File: src/rtl/restoring_div_param.sv
// +--------------------------------------------------------------------------+
// | restoring_div_param : multi-cycle restoring divider, signed/unsigned     |
// | rev 1.0                                                                  |
// +--------------------------------------------------------------------------+
`default_nettype none

module restoring_div_param #(
  parameter int WIDTH = 8,
  parameter int CNT_W = $clog2(WIDTH + 1)
) (
  input  logic             clk,
  input  logic             rst,
  input  logic             start,
  input  logic             sgn,
  input  logic [WIDTH-1:0] inbus1,
  input  logic [WIDTH-1:0] inbus2,
  output logic [WIDTH-1:0] cat,
  output logic [WIDTH-1:0] rest,
  output logic             done,
  output logic             busy,
  output logic             dbz,
  output logic             ovf
);

  typedef enum logic [1:0] {
    IDLE = 2'd0,
    RUN  = 2'd1,
    FIX  = 2'd2
  } state_t;

  localparam logic [WIDTH-1:0] MIN_NEG   = {1'b1, {(WIDTH-1){1'b0}}};
  localparam logic [CNT_W-1:0] LAST_STEP = CNT_W'(WIDTH - 1);

  state_t           state;
  state_t           state_nxt;
  logic [WIDTH-1:0] acc;
  logic [WIDTH-1:0] quo;
  logic [WIDTH-1:0] div_mag;
  logic [WIDTH-1:0] dividend_raw;
  logic [CNT_W-1:0] cnt;
  logic             sign_q;
  logic             sign_r;
  logic             zero_div;
  logic             ovf_case;

  logic [WIDTH-1:0] mag1;
  logic [WIDTH-1:0] mag2;
  logic [WIDTH:0]   shifted;
  logic [WIDTH:0]   diff;
  logic             step_neg;

  // Magnitudes stay WIDTH-bit unsigned, so the most negative value maps to 2^(WIDTH-1).
  always_comb begin
    mag1     = (sgn && inbus1[WIDTH-1]) ? (~inbus1 + 1'b1) : inbus1;
    mag2     = (sgn && inbus2[WIDTH-1]) ? (~inbus2 + 1'b1) : inbus2;
    shifted  = {acc, quo[WIDTH-1]};
    diff     = shifted - {1'b0, div_mag};
    step_neg = diff[WIDTH];
  end

  always_comb begin
    state_nxt = state;
    case (state)
      IDLE: begin
        if (start) begin
          state_nxt = (inbus2 == '0) ? FIX : RUN;
        end
      end
      RUN: begin
        if (cnt == LAST_STEP) begin
          state_nxt = FIX;
        end
      end
      FIX:     state_nxt = IDLE;
      default: state_nxt = IDLE;
    endcase
  end

  always_ff @(posedge clk) begin
    if (rst) begin
      state <= IDLE;
    end else begin
      state <= state_nxt;
    end
  end

  always_ff @(posedge clk) begin
    if (rst) begin
      cat          <= '0;
      rest         <= '0;
      done         <= 1'b0;
      busy         <= 1'b0;
      dbz          <= 1'b0;
      ovf          <= 1'b0;
      cnt          <= '0;
      acc          <= '0;
      quo          <= '0;
      div_mag      <= '0;
      dividend_raw <= '0;
      sign_q       <= 1'b0;
      sign_r       <= 1'b0;
      zero_div     <= 1'b0;
      ovf_case     <= 1'b0;
    end else begin
      done <= 1'b0;
      case (state)
        IDLE: begin
          if (start) begin
            acc          <= '0;
            quo          <= mag1;
            div_mag      <= mag2;
            dividend_raw <= inbus1;
            sign_q       <= sgn & (inbus1[WIDTH-1] ^ inbus2[WIDTH-1]);
            sign_r       <= sgn & inbus1[WIDTH-1];
            zero_div     <= (inbus2 == '0);
            ovf_case     <= sgn && (inbus1 == MIN_NEG) && (inbus2 == '1);
            busy         <= 1'b1;
            cnt          <= '0;
            dbz          <= 1'b0;
            ovf          <= 1'b0;
          end
        end
        RUN: begin
          // A negative trial difference means the divisor did not fit: keep the shifted value.
          acc <= step_neg ? shifted[WIDTH-1:0] : diff[WIDTH-1:0];
          quo <= {quo[WIDTH-2:0], ~step_neg};
          cnt <= cnt + 1'b1;
        end
        FIX: begin
          done <= 1'b1;
          busy <= 1'b0;
          if (zero_div) begin
            cat  <= '1;
            rest <= dividend_raw;
            dbz  <= 1'b1;
            ovf  <= 1'b0;
          end else if (ovf_case) begin
            cat  <= MIN_NEG;
            rest <= '0;
            dbz  <= 1'b0;
            ovf  <= 1'b1;
          end else begin
            cat  <= sign_q ? (~quo + 1'b1) : quo;
            rest <= sign_r ? (~acc + 1'b1) : acc;
            dbz  <= 1'b0;
            ovf  <= 1'b0;
          end
        end
        default: ;
      endcase
    end
  end

endmodule

`default_nettype wire

File: config.mk
export PLATFORM = sky130hd
export DESIGN_NAME = restoring_div_param
export DESIGN_NICKNAME = d
export VERILOG_FILES = /design/src/rtl/restoring_div_param.sv
export SDC_FILE = /design/constraint.sdc
export NUM_CORES = 1
export LEC_CHECK = 0
export CORE_MARGIN = 5
export CORE_UTILIZATION = 60
export CTS_BUF_LIST = sky130_fd_sc_hd__clkbuf_4 sky130_fd_sc_hd__clkbuf_8 sky130_fd_sc_hd__clkbuf_16
export CTS_CLUSTER_SIZE = 20
export DETAILED_ROUTE_END_ITERATION = 8
export GPL_TIMING_DRIVEN = 0
export PLACE_DENSITY = 0.85
export SYNTH_ARGS = -nofsm -noshare
export SYNTH_HDL_FRONTEND = slang
export SYNTH_SLANG_ARGS = --single-unit
export TNS_END_PERCENT = 50
File: constraint.sdc
create_clock -name clk -period 5 [get_ports clk]
set_input_delay 1 -clock clk [delete_from_list [all_inputs] [get_ports clk]]
set_output_delay 1 -clock clk [all_outputs]
set_load 0.02 [all_outputs]
==> impl_metrics.yaml, run 1 <==
outcome:
  outcome: "complete, no violations"
grt:
  grt_max_degree: 13
  grt_pass1_vias: 3204
  antenna_found_initial: 0
  grt.total_usage: 0.2607
  grt_overflow: 0
  grt_pass1_wl_mm: 15.32
route:
  wl_mm: 8.924
  via_per_inst: 6.189
  avgRoutedWirePerCell_um: 16.37
  drt_iter0_markers: 398
  num_vias: 3373
  ant_nets: 0
  routed-wl-met3_um: 763
  firstDrtPassIters: 5
  routed.top_layer: "met4"
  met1_length_mm: 3.909
  drc_errors: 0
  dr_wl_met2_mm: 4.079
setup_path:
  critPathBufInv: 2
  cpMaxStageDelayCell: "clkdlybuf4s50_1"
  max_stage_delay_ns: 0.49
  arrival_ns: 3.00
  required_ns: 5.26
  critPathTopFamily: "simple AND/OR/NAND/NOR gates"
  worstSetupPathType: "input port to flip-flop"
  startpoint_type: "input port"
  endpoint_kind: "flip-flop"
  critPathMaxFanout: 4
  crit_chain: "clkdlybuf4s50_1 -> inv_1 -> ha_1 -> or3b_2 -> nor3_1 -> a21oi_1 -> a2111oi_2"
clock_network:
  clk_latency_ns: 0.36
  clockBufferDepth: 2
  htreeDepth: 3
  clk_pin_slew_worst_paths_ns: 0.07
  cts_made_buffers: 9
  post_cts_buffers: 0
  cts_root_buffer: "clkbuf_8"
  cts-resized-gates: 0
  cts_tree: "built"
  clock-sinks: 62
  ctsHoldBuffers: 0
final_layout:
  layout_commonest_cell: "dfxtp_1"
  final_cell_area_sq_um: 4126
  fin_util: 0.7403
  syn_to_final_growth_pct: 18.98
  final_cell_mix: "dfxtp_1, nor2_1, nand2_1, clkdlybuf4s50_1, a21oi_1"
  antenna_cells: 0
  finalNonFillerCells: 545
  drive_above_1_share: 0.06977
  nNetsFinal: 503
floorplan:
  die_h_um: 86.03
  die_area_sq_um: 7401
  die_w_um: 86.03
  floorplan.initialDensity: 0.6222
  pin_count: 40
  rows: 27
  coreArea_sq_um: 5574
sta:
  setup-tns-final_ns: 0
  relSlewSlack: 0.4838
  rsz0062_at_grt: "no"
  timing.fmax_mhz: 364.9
  drv_slew: 0
  whs_ns: 0.4596
  timing.final.hold_violations: 0
  fin_ws_ns: 2.259
  finClkSkew_ns: 0.009394
  tightest_slew_ns: 0.7715
  fin_crit_sh: 0.5481
  min_period_ns: 2.741
  final-setup-viol-count: 0
place:
  gp_congestion: 0.9859
  port_buffers: 37
  placed_cell_area_sq_um: 3929
  pre_cts_ws_ns: 1.904
  dp_hpwl_mm: 6.582
  placedCellCount: 529
logic_synthesis:
  synth.yosys.seq_area_share: 0.3579
  yosysTopAreaCell: "dfxtp_1"
  synth-main-ff-cell: "dfxtp_1"
  synth_area_sq_um: 3468
  synth.area.top_cells: "dfxtp_1, nor2_1, ha_1, a21oi_1, nand2_1"
  ys_ff_latch: 62
  syn-num-nets: 455
  yosysTopAreaCellShare: 0.3579
  async_reset_ff_frac: 0
  synth_edf_count: 0
  synth_warnings: 0
  avgSynthCellArea_sq_um: 8.258
  synthCells: 420
  ys_types: 55
power_and_ir_drop:
  p_per_area_nw_per_um2: 331.0
  total_power_mw: 1.366
  peakVddDrop_mv: 0.2545
  p_leak_nw: 1.511
hold_path:
  hold_path.class: "flip-flop to flip-flop"
flow_run:
  maxCapViolations: 0
[final cells by class]
| cell class | count | area (sq um) |
|---|---|---|
| plain buffers | 25 | 102.6 |
| clock buffers | 9 | 123.9 |
| clock inverters | 7 | 73.82 |
| fillers | 439 | 1448 |
| inverters | 22 | 82.58 |
| multi-input cells | 311 | 2042 |
| flip-flops and latches | 62 | 1241 |
| well taps | 72 | 90.09 |
| repair buffers | 37 | 370.4 |
[cells by family (layout without fill, tap and decap cells)]
| group | after synthesis | after routing | synth area share |
|---|---|---|---|
| AO/OA/AOI/OAI | 106 | 106 | 0.2327 |
| multiplexers | 8 | 8 | 0.02381 |
| adder cells (fa/ha/maj) | 15 | 15 | 0.05628 |
| flip-flops | 62 | 62 | 0.3579 |
| XOR/XNOR | 24 | 24 | 0.06061 |
| AND/OR/NAND/NOR | 158 | 158 | 0.2154 |
| buffers and inverters | 47 | 100 | 0.05339 |
[synthesized netlist by cell type (2+ instances only)]
| master | count |
|---|---|
| nor2_1 | 53 |
| a21boi_0 | 4 |
| inv_1 | 22 |
| nand2_1 | 37 |
| a22oi_1 | 2 |
| nor2b_1 | 5 |
| a311oi_1 | 5 |
| a221oi_1 | 8 |
| mux2_2 | 2 |
| or3_1 | 6 |
| xor2_1 | 14 |
| nor3b_1 | 2 |
| dfxtp_1 | 62 |
| nand2b_1 | 5 |
| o21ai_1 | 3 |
| nand4_1 | 3 |
| a21oi_1 | 28 |
| o311ai_0 | 2 |
| nand3_1 | 11 |
| o31ai_1 | 6 |
| a222oi_1 | 7 |
| nor4_1 | 2 |
| ha_1 | 14 |
| nor3_1 | 24 |
| o21ai_0 | 16 |
| a211oi_1 | 8 |
| clkbuf_1 | 23 |
| nand3b_1 | 3 |
| nand4b_1 | 3 |
| xnor2_1 | 10 |
| mux2i_1 | 6 |
[worst register-to-register path, delay by kind of cell (launching register included)]
family	cells	cell delay (ns)
compound gates	4	0.97
buf+inv	3	0.41
flops	1	0.32
mux	1	0.20
fa+ha+maj	2	0.63
[flip-flops by register name, indices dropped and copies added, names as in the netlist, 2 cells and up]
signal / flops
acc: 8
cat: 8
cnt: 4
div_mag: 8
dividend_raw: 8
quo: 8
rest: 8
state: 2
[metal layers]
metal,global-route usage,vias to the layer above
met5,0,-
met4,0.1122,0
met3,0.05956,14
met2,0.4029,178
met1,0.3473,1571
li1,-,1610
[report_power, final]
part / leakage [nW] / total [mW] / internal, mW / switching [mW]
sequential: 0.506 / 0.555 / 0.525 / 0.0303
combinational: 0.906 / 0.361 / 0.156 / 0.204
clock: 0.0996 / 0.450 / 0.231 / 0.219
total: 1.51 / 1.37 / 0.913 / 0.453
[worst paths after layout]
| path | startpoint | to | slack [ns] | cells after the start |
|---|---|---|---|---|
| hold reg to reg | dividend_raw[3]$_SDFFE_PP0P_ | dividend_raw[3]$_SDFFE_PP0P_ | 0.46 | 2 |
| hold / removal | dividend_raw[3]$_SDFFE_PP0P_ | dividend_raw[3]$_SDFFE_PP0P_ | 0.46 | 2 |
| setup reg to reg | quo[7]$_SDFFE_PP0P_ | acc[6]$_SDFFE_PP0P_ | 2.37 | 10 |
| setup / recovery | inbus2[0] | state[1]$_SDFFE_PP0P_ | 2.26 | 7 |
Note: power is estimated with default switching activity, not from simulation.
==> inputs of run 2 (changes only) <==
CORE_UTILIZATION = 51   (was 60)
PLACE_DENSITY = 0.77   (was 0.85)
clock period = 2.42 ns   (was 5 ns; I/O delays follow)
==> run 2 against run 1 <==
  * Sequential cell count stayed put
  * Sequential share of layout area is 0.67 points lower
  * Via count is 1.3% lower
  * Clock-buffer cell count is 2 higher
  * Critical endpoint is now quo[0]$_SDFFE_PP0P_
  * Design area is 2.4% higher
  * Routed wire length is 2.8% higher
  * Clock power is 130% higher
  * Die area is 16% higher
  * Hold slack hardly changed
  * Combinational power is 120% higher
  * Final cell count is 2.2% higher
==> impl_metrics.yaml, run 2 (same netlist as run 1, synthesis figures left out) <==
sta:
  relSlewSlack: 0.4757
  timing.final.hold_violations: 0
  rsz0062_at_grt: "no"
  fin_crit_sh: 0.9711
  tightest_slew_ns: 0.7836
  min_period_ns: 2.350
  final-setup-viol-count: 0
  setup-tns-final_ns: 0
  drv_slew: 0
  timing.fmax_mhz: 425.5
  finClkSkew_ns: 0.01408
setup_path:
  critPathTopFamily: "compound AO/OA/AOI/OAI gates"
  timing.rr.end: "quo[0]$_SDFFE_PP0P_"
  max_stage_delay_ns: 0.37
  r2r_cells: 11
  cpMaxStageDelayCell: "fa_2"
  required_ns: 2.64
  crit_chain: "inv_2 -> ha_4 -> inv_1 -> fa_2 -> a211oi_4 -> buf_4 -> o211a_1 -> a221oi_4 -> buf_2 -> a222oi_1 -> nor2_1"
  worstSetupPathType: "flip-flop to flip-flop"
  startpoint_type: "flip-flop"
  regToRegSetupSlack_ns: 0.07
  r2r-start: "quo[7]$_SDFFE_PP0P_"
  critPathMaxFanout: 5
  arrival_ns: 2.57
  critPathBufInv: 4
  endpoint_kind: "flip-flop"
final_layout:
  final_cell_area_sq_um: 4224
  drive_above_1_share: 0.08805
  nNetsFinal: 507
  final_cell_mix: "dfxtp_1, nor2_1, nand2_1, clkdlybuf4s50_1, a21oi_1"
  syn_to_final_growth_pct: 21.79
  layout_commonest_cell: "dfxtp_1"
  antenna_cells: 0
hold_path:
  hold_path.class: "flip-flop to flip-flop"
  worstHoldPathCells: 2
  hp-start: "dividend_raw[2]$_SDFFE_PP0P_"
  hold_end: "dividend_raw[2]$_SDFFE_PP0P_"
power_and_ir_drop:
  power.switching_mw: 0.9173
  p_sw_frac: 0.3069
  clkPwrFrac: 0.351
  combPwrFrac: 0.265
  sequentialPowerShare: 0.384
  peakVddDrop_mv: 0.4198
  p_int_mw: 2.072
  p_leak_nw: 1.549
  p_per_area_nw_per_um2: 707.7
route:
  ant_nets: 0
  wl_mm: 9.177
  drt_iter0_markers: 264
  via_per_inst: 5.975
  firstDrtPassIters: 7
  drc_errors: 0
  avgRoutedWirePerCell_um: 16.48
  num_vias: 3328
grt:
  grt_max_degree: 12
  grt_overflow: 0
  antenna_found_initial: 0
  grt.total_usage: 0.2216
  grt_pass1_wl_mm: 15.12
  grt_pass1_vias: 3147
clock_network:
  clk_pin_slew_worst_paths_ns: 0.08
  clock-sinks: 62
  cts_root_buffer: "clkbuf_8"
  clockBufferDepth: 2
  cts_tree: "built"
  htreeDepth: 3
  clk_latency_ns: 0.35
  cts_made_buffers: 9
floorplan:
  die_w_um: 92.47
  pin_count: 40
  floorplan.initialDensity: 0.5162
  coreArea_sq_um: 6719
  rows: 30
  die_area_sq_um: 8550
  die_h_um: 92.47
place:
  gp_congestion: 0.8630
  placed_cell_area_sq_um: 3939
  dp_hpwl_mm: 6.815
  port_buffers: 37
flow_run:
  maxCapViolations: 0
outcome:
  outcome: "complete, no violations"
run 2: power by group through the flow:
stage / combinational (mW) / clock [mW] / sequential [mW]
after global routing: 0.864 / 1.11 / 1.16
after CTS: 0.779 / 1.06 / 1.15
after floorplan: 0.529 / 0 / 1.17
after global placement: 0.721 / 0 / 1.17
final: 0.792 / 1.05 / 1.15
after detailed placement: 0.740 / 0 / 1.17
run 2: timing repair:
action,in CTS,in global routing
pin swaps,6,3
gates resized for setup,6,1
setup endpoints to repair,9,11
hold buffers,0,0
cloned,1,0
setup buffers,2,1
run 2: worst reg2reg max path, cell delays in order, from the launching register on:
cell      delay, ns
dfxtp_2        0.33
inv_2          0.08
ha_4           0.13
inv_1          0.04
fa_2           0.37
a211oi_4       0.28
buf_4          0.16
o211a_1        0.19
a221oi_4       0.05
buf_2          0.20
a222oi_1       0.31
nor2_1         0.07
run 2: worst max-delay path by stage:
stage	from	to	slack [ns]	cells past startpoint
after CTS	quo[7]$_SDFFE_PP0P_	acc[6]$_SDFFE_PP0P_	0.01	10
after global routing	quo[7]$_SDFFE_PP0P_	acc[6]$_SDFFE_PP0P_	0.002	10
after floorplan	quo[7]$_SDFFE_PP0P_	acc[6]$_SDFFE_PP0P_	0.11	10
after global placement	inbus2[0]	zero_div$_SDFFE_PP0P_	-0.18	7
after detailed placement	inbus2[0]	state[0]$_SDFFE_PP0P_	-0.20	8
final	quo[7]$_SDFFE_PP0P_	quo[0]$_SDFFE_PP0P_	0.07	11
run 2: metrics by stage:
step | std cells | power, mW | hold WS, ns | util | worst slack, ns
3_3_place_gp | 537 | 1.886 | 0.4433 | 0.5862 | -0.1840
4_1_cts | 556 | 2.984 | 0.4579 | 0.6268 | 0.01120
2_1_floorplan | 420 | 1.700 | 0.4362 | - | 0.1101
5_1_grt | 557 | 3.131 | 0.4706 | 0.6287 | 0.002482
3_5_place_dp | 537 | 1.908 | 0.4477 | 0.5862 | -0.2035
6_report | 557 | 2.989 | 0.4599 | 0.6287 | 0.06993
run 2: area by class of cell:
cell class	count	area [sq um]
fill	577	2495
multi-input combinational	311	2062
sequential	62	1242
timing repair buffer	41	401.6
clock buffer	11	151.4
buffer	25	102.6
tap	80	100.1
inverter	22	82.58
clock inverter	5	81.33
run 2: metal layers:
metal  routed length, um  up-vias  global-route usage
met2                4322      119              0.3529
met4                 103        0             0.06312
met3                 519       11             0.05199
li1                    -     1618                   -
met5                   0        -                   0
met1                4232     1580              0.2992
==> inputs of run 3 (changes only) <==
clock period = 1.9 ns   (was 2.42 ns; I/O delays follow)
==> run 3 against run 2 <==
  * The flow now finishes with violations (negative setup slack)
  * Clock power is 12% higher
  * Worst setup slack worse by 0.55 ns
  * Combinational power is 33% higher
  * Non-clock buffer count rose by 2
  * Global-route usage barely moved
  * Fmax is 1.2% lower
  * Critical path type unchanged
  * Critical endpoint unchanged
==> impl_metrics.yaml, run 3 (same netlist as run 1, synthesis figures left out) <==
outcome:
  outcome: "finished, violations left"
  violations: "negative setup slack"
setup_path:
  arrival_ns: 2.60
  startpoint_type: "flip-flop"
  max_stage_delay_ns: 0.36
  endpoint_kind: "flip-flop"
  crit_chain: "inv_2 -> ha_4 -> inv_2 -> fa_2 -> a211oi_4 -> buf_4 -> o211a_1 -> a221oi_4 -> buf_6 -> buf_6 -> a222oi_1 -> nor2_1"
  cpMaxStageDelayCell: "fa_2"
  critPathMaxFanout: 5
  critPathBufInv: 5
  worstSetupPathType: "flip-flop to flip-flop"
  required_ns: 2.12
  critPathTopFamily: "compound AO/OA/AOI/OAI gates"
final_layout:
  antenna_cells: 0
  nNetsFinal: 509
  fin_util: 0.6339
  drive_above_1_share: 0.1148
  final_cell_mix: "dfxtp_1, nor2_1, nand2_1, clkdlybuf4s50_1, a21oi_1"
  layout_commonest_cell: "dfxtp_1"
  syn_to_final_growth_pct: 22.80
floorplan:
  floorplan.initialDensity: 0.5162
  rows: 30
  die_h_um: 92.47
  pin_count: 40
  die_area_sq_um: 8550
  coreArea_sq_um: 6719
  die_w_um: 92.47
place:
  gp_congestion: 0.8331
  port_buffers: 37
  dp_hpwl_mm: 6.718
sta:
  tightest_slew_ns: 0.5789
  relSlewSlack: 0.6126
  fin_crit_sh: 1.252
  min_period_ns: 2.379
  rsz0062_at_grt: "yes"
  final-setup-viol-count: 9
  timing.final.hold_violations: 0
  drv_slew: 0
  timing.fmax_mhz: 420.3
  fin_ws_ns: -0.4790
  setup-tns-final_ns: -3.652
  finClkSkew_ns: 0.008003
power_and_ir_drop:
  p_leak_nw: 1.574
  p_per_area_nw_per_um2: 868.0
  peakVddDrop_mv: 0.4505
clock_network:
  cts_made_buffers: 9
  clockBufferDepth: 2
  clk_pin_slew_worst_paths_ns: 0.08
  ctsHoldBuffers: 0
  htreeDepth: 3
  clock-sinks: 62
  clk_latency_ns: 0.34
  cts_tree: "built"
  cts_root_buffer: "clkbuf_8"
grt:
  grt_max_degree: 13
  grt_overflow: 0
  grt_pass1_wl_mm: 15.15
  grt_pass1_vias: 3103
  antenna_found_initial: 0
  grt.total_usage: 0.2215
route:
  avgRoutedWirePerCell_um: 16.26
  firstDrtPassIters: 5
  via_per_inst: 5.900
  ant_nets: 0
  drc_errors: 0
  num_vias: 3298
  wl_mm: 9.087
  drt_iter0_markers: 240
flow_run:
  maxCapViolations: 0
hold_path:
  hold_path.class: "input port to flip-flop"
==> run 3: cell types whose count changed in the layout (fill, tap and decap cells not counted), moves of 3 or more <==
cell,before,now
o21ai_0,16,13
buf_4,2,5
o21ai_1,3,6
clkbuf_1,23,20
==> run 3: timing repair <==
action                                  CTS  global route
buffers inserted                          5             2
endpoints found under the setup margin   13            48
pin swaps                                 5             3
gates resized for setup                  11            13
cloned                                    1             0
==> run 3: metal layers <==
layer / vias to the layer above / wire (um) / GRT usage
met4: 0 / 150 / 0.07797
li1: 1624 / - / -
met2: 98 / 4188 / 0.3486
met3: 16 / 487 / 0.03493
met1: 1560 / 4260 / 0.3072
met5: - / 0 / 0
==> run 3: tightest hold or removal path, stage by stage <==
cell and delay [ns]:
dlymetal6s2s_1 0.16, nand2_1 0.07, a311oi_1 0.08
==> run 3: final timing paths <==
kind	from	end	slack [ns]	cells after the start
setup / recovery	quo[7]$_SDFFE_PP0P_	quo[0]$_SDFFE_PP0P_	-0.48	12
hold / removal	inbus2[1]	div_mag[1]$_SDFFE_PP0P_	0.38	3
setup reg to reg	quo[7]$_SDFFE_PP0P_	quo[0]$_SDFFE_PP0P_	-0.48	12
hold reg to reg	dividend_raw[2]$_SDFFE_PP0P_	dividend_raw[2]$_SDFFE_PP0P_	0.46	2
==> run 3: cell type report <==
| class | count | area [sq um] |
|---|---|---|
| clock inverter | 7 | 73.82 |
| sequential | 62 | 1244 |
| fill | 577 | 2460 |
| inverter | 22 | 82.58 |
| clock buffer | 9 | 123.9 |
| tap | 80 | 100.1 |
| buffer | 23 | 90.09 |
| multi-input combinational | 311 | 2102 |
| timing repair buffer | 45 | 442.9 |
==> run 3: report_power, final <==
| group | switching (mW) | total, mW | internal, mW | leakage (nW) |
|---|---|---|---|---|
| logic | 0.573 | 1.05 | 0.481 | 0.968 |
| registers | 0.0856 | 1.47 | 1.38 | 0.507 |
| clock network | 0.566 | 1.18 | 0.609 | 0.0996 |
==> run 3: per-stage QoR <==
stage | cells | cell area, sq um | power (mW) | worst slack (ns) | hold WS [ns]
5_1_grt | 559 | 4259 | 3.882 | -0.5629 | 0.4121
2_1_floorplan | 420 | 3483 | 2.167 | -0.3560 | 0.4362
3_5_place_dp | 537 | 3954 | 2.434 | -0.6113 | 0.4467
6_report | 559 | 4259 | 3.697 | -0.4790 | 0.3843
3_3_place_gp | 537 | 3954 | 2.412 | -0.5778 | 0.4432
4_1_cts | 559 | 4228 | 3.688 | -0.4031 | 0.4148
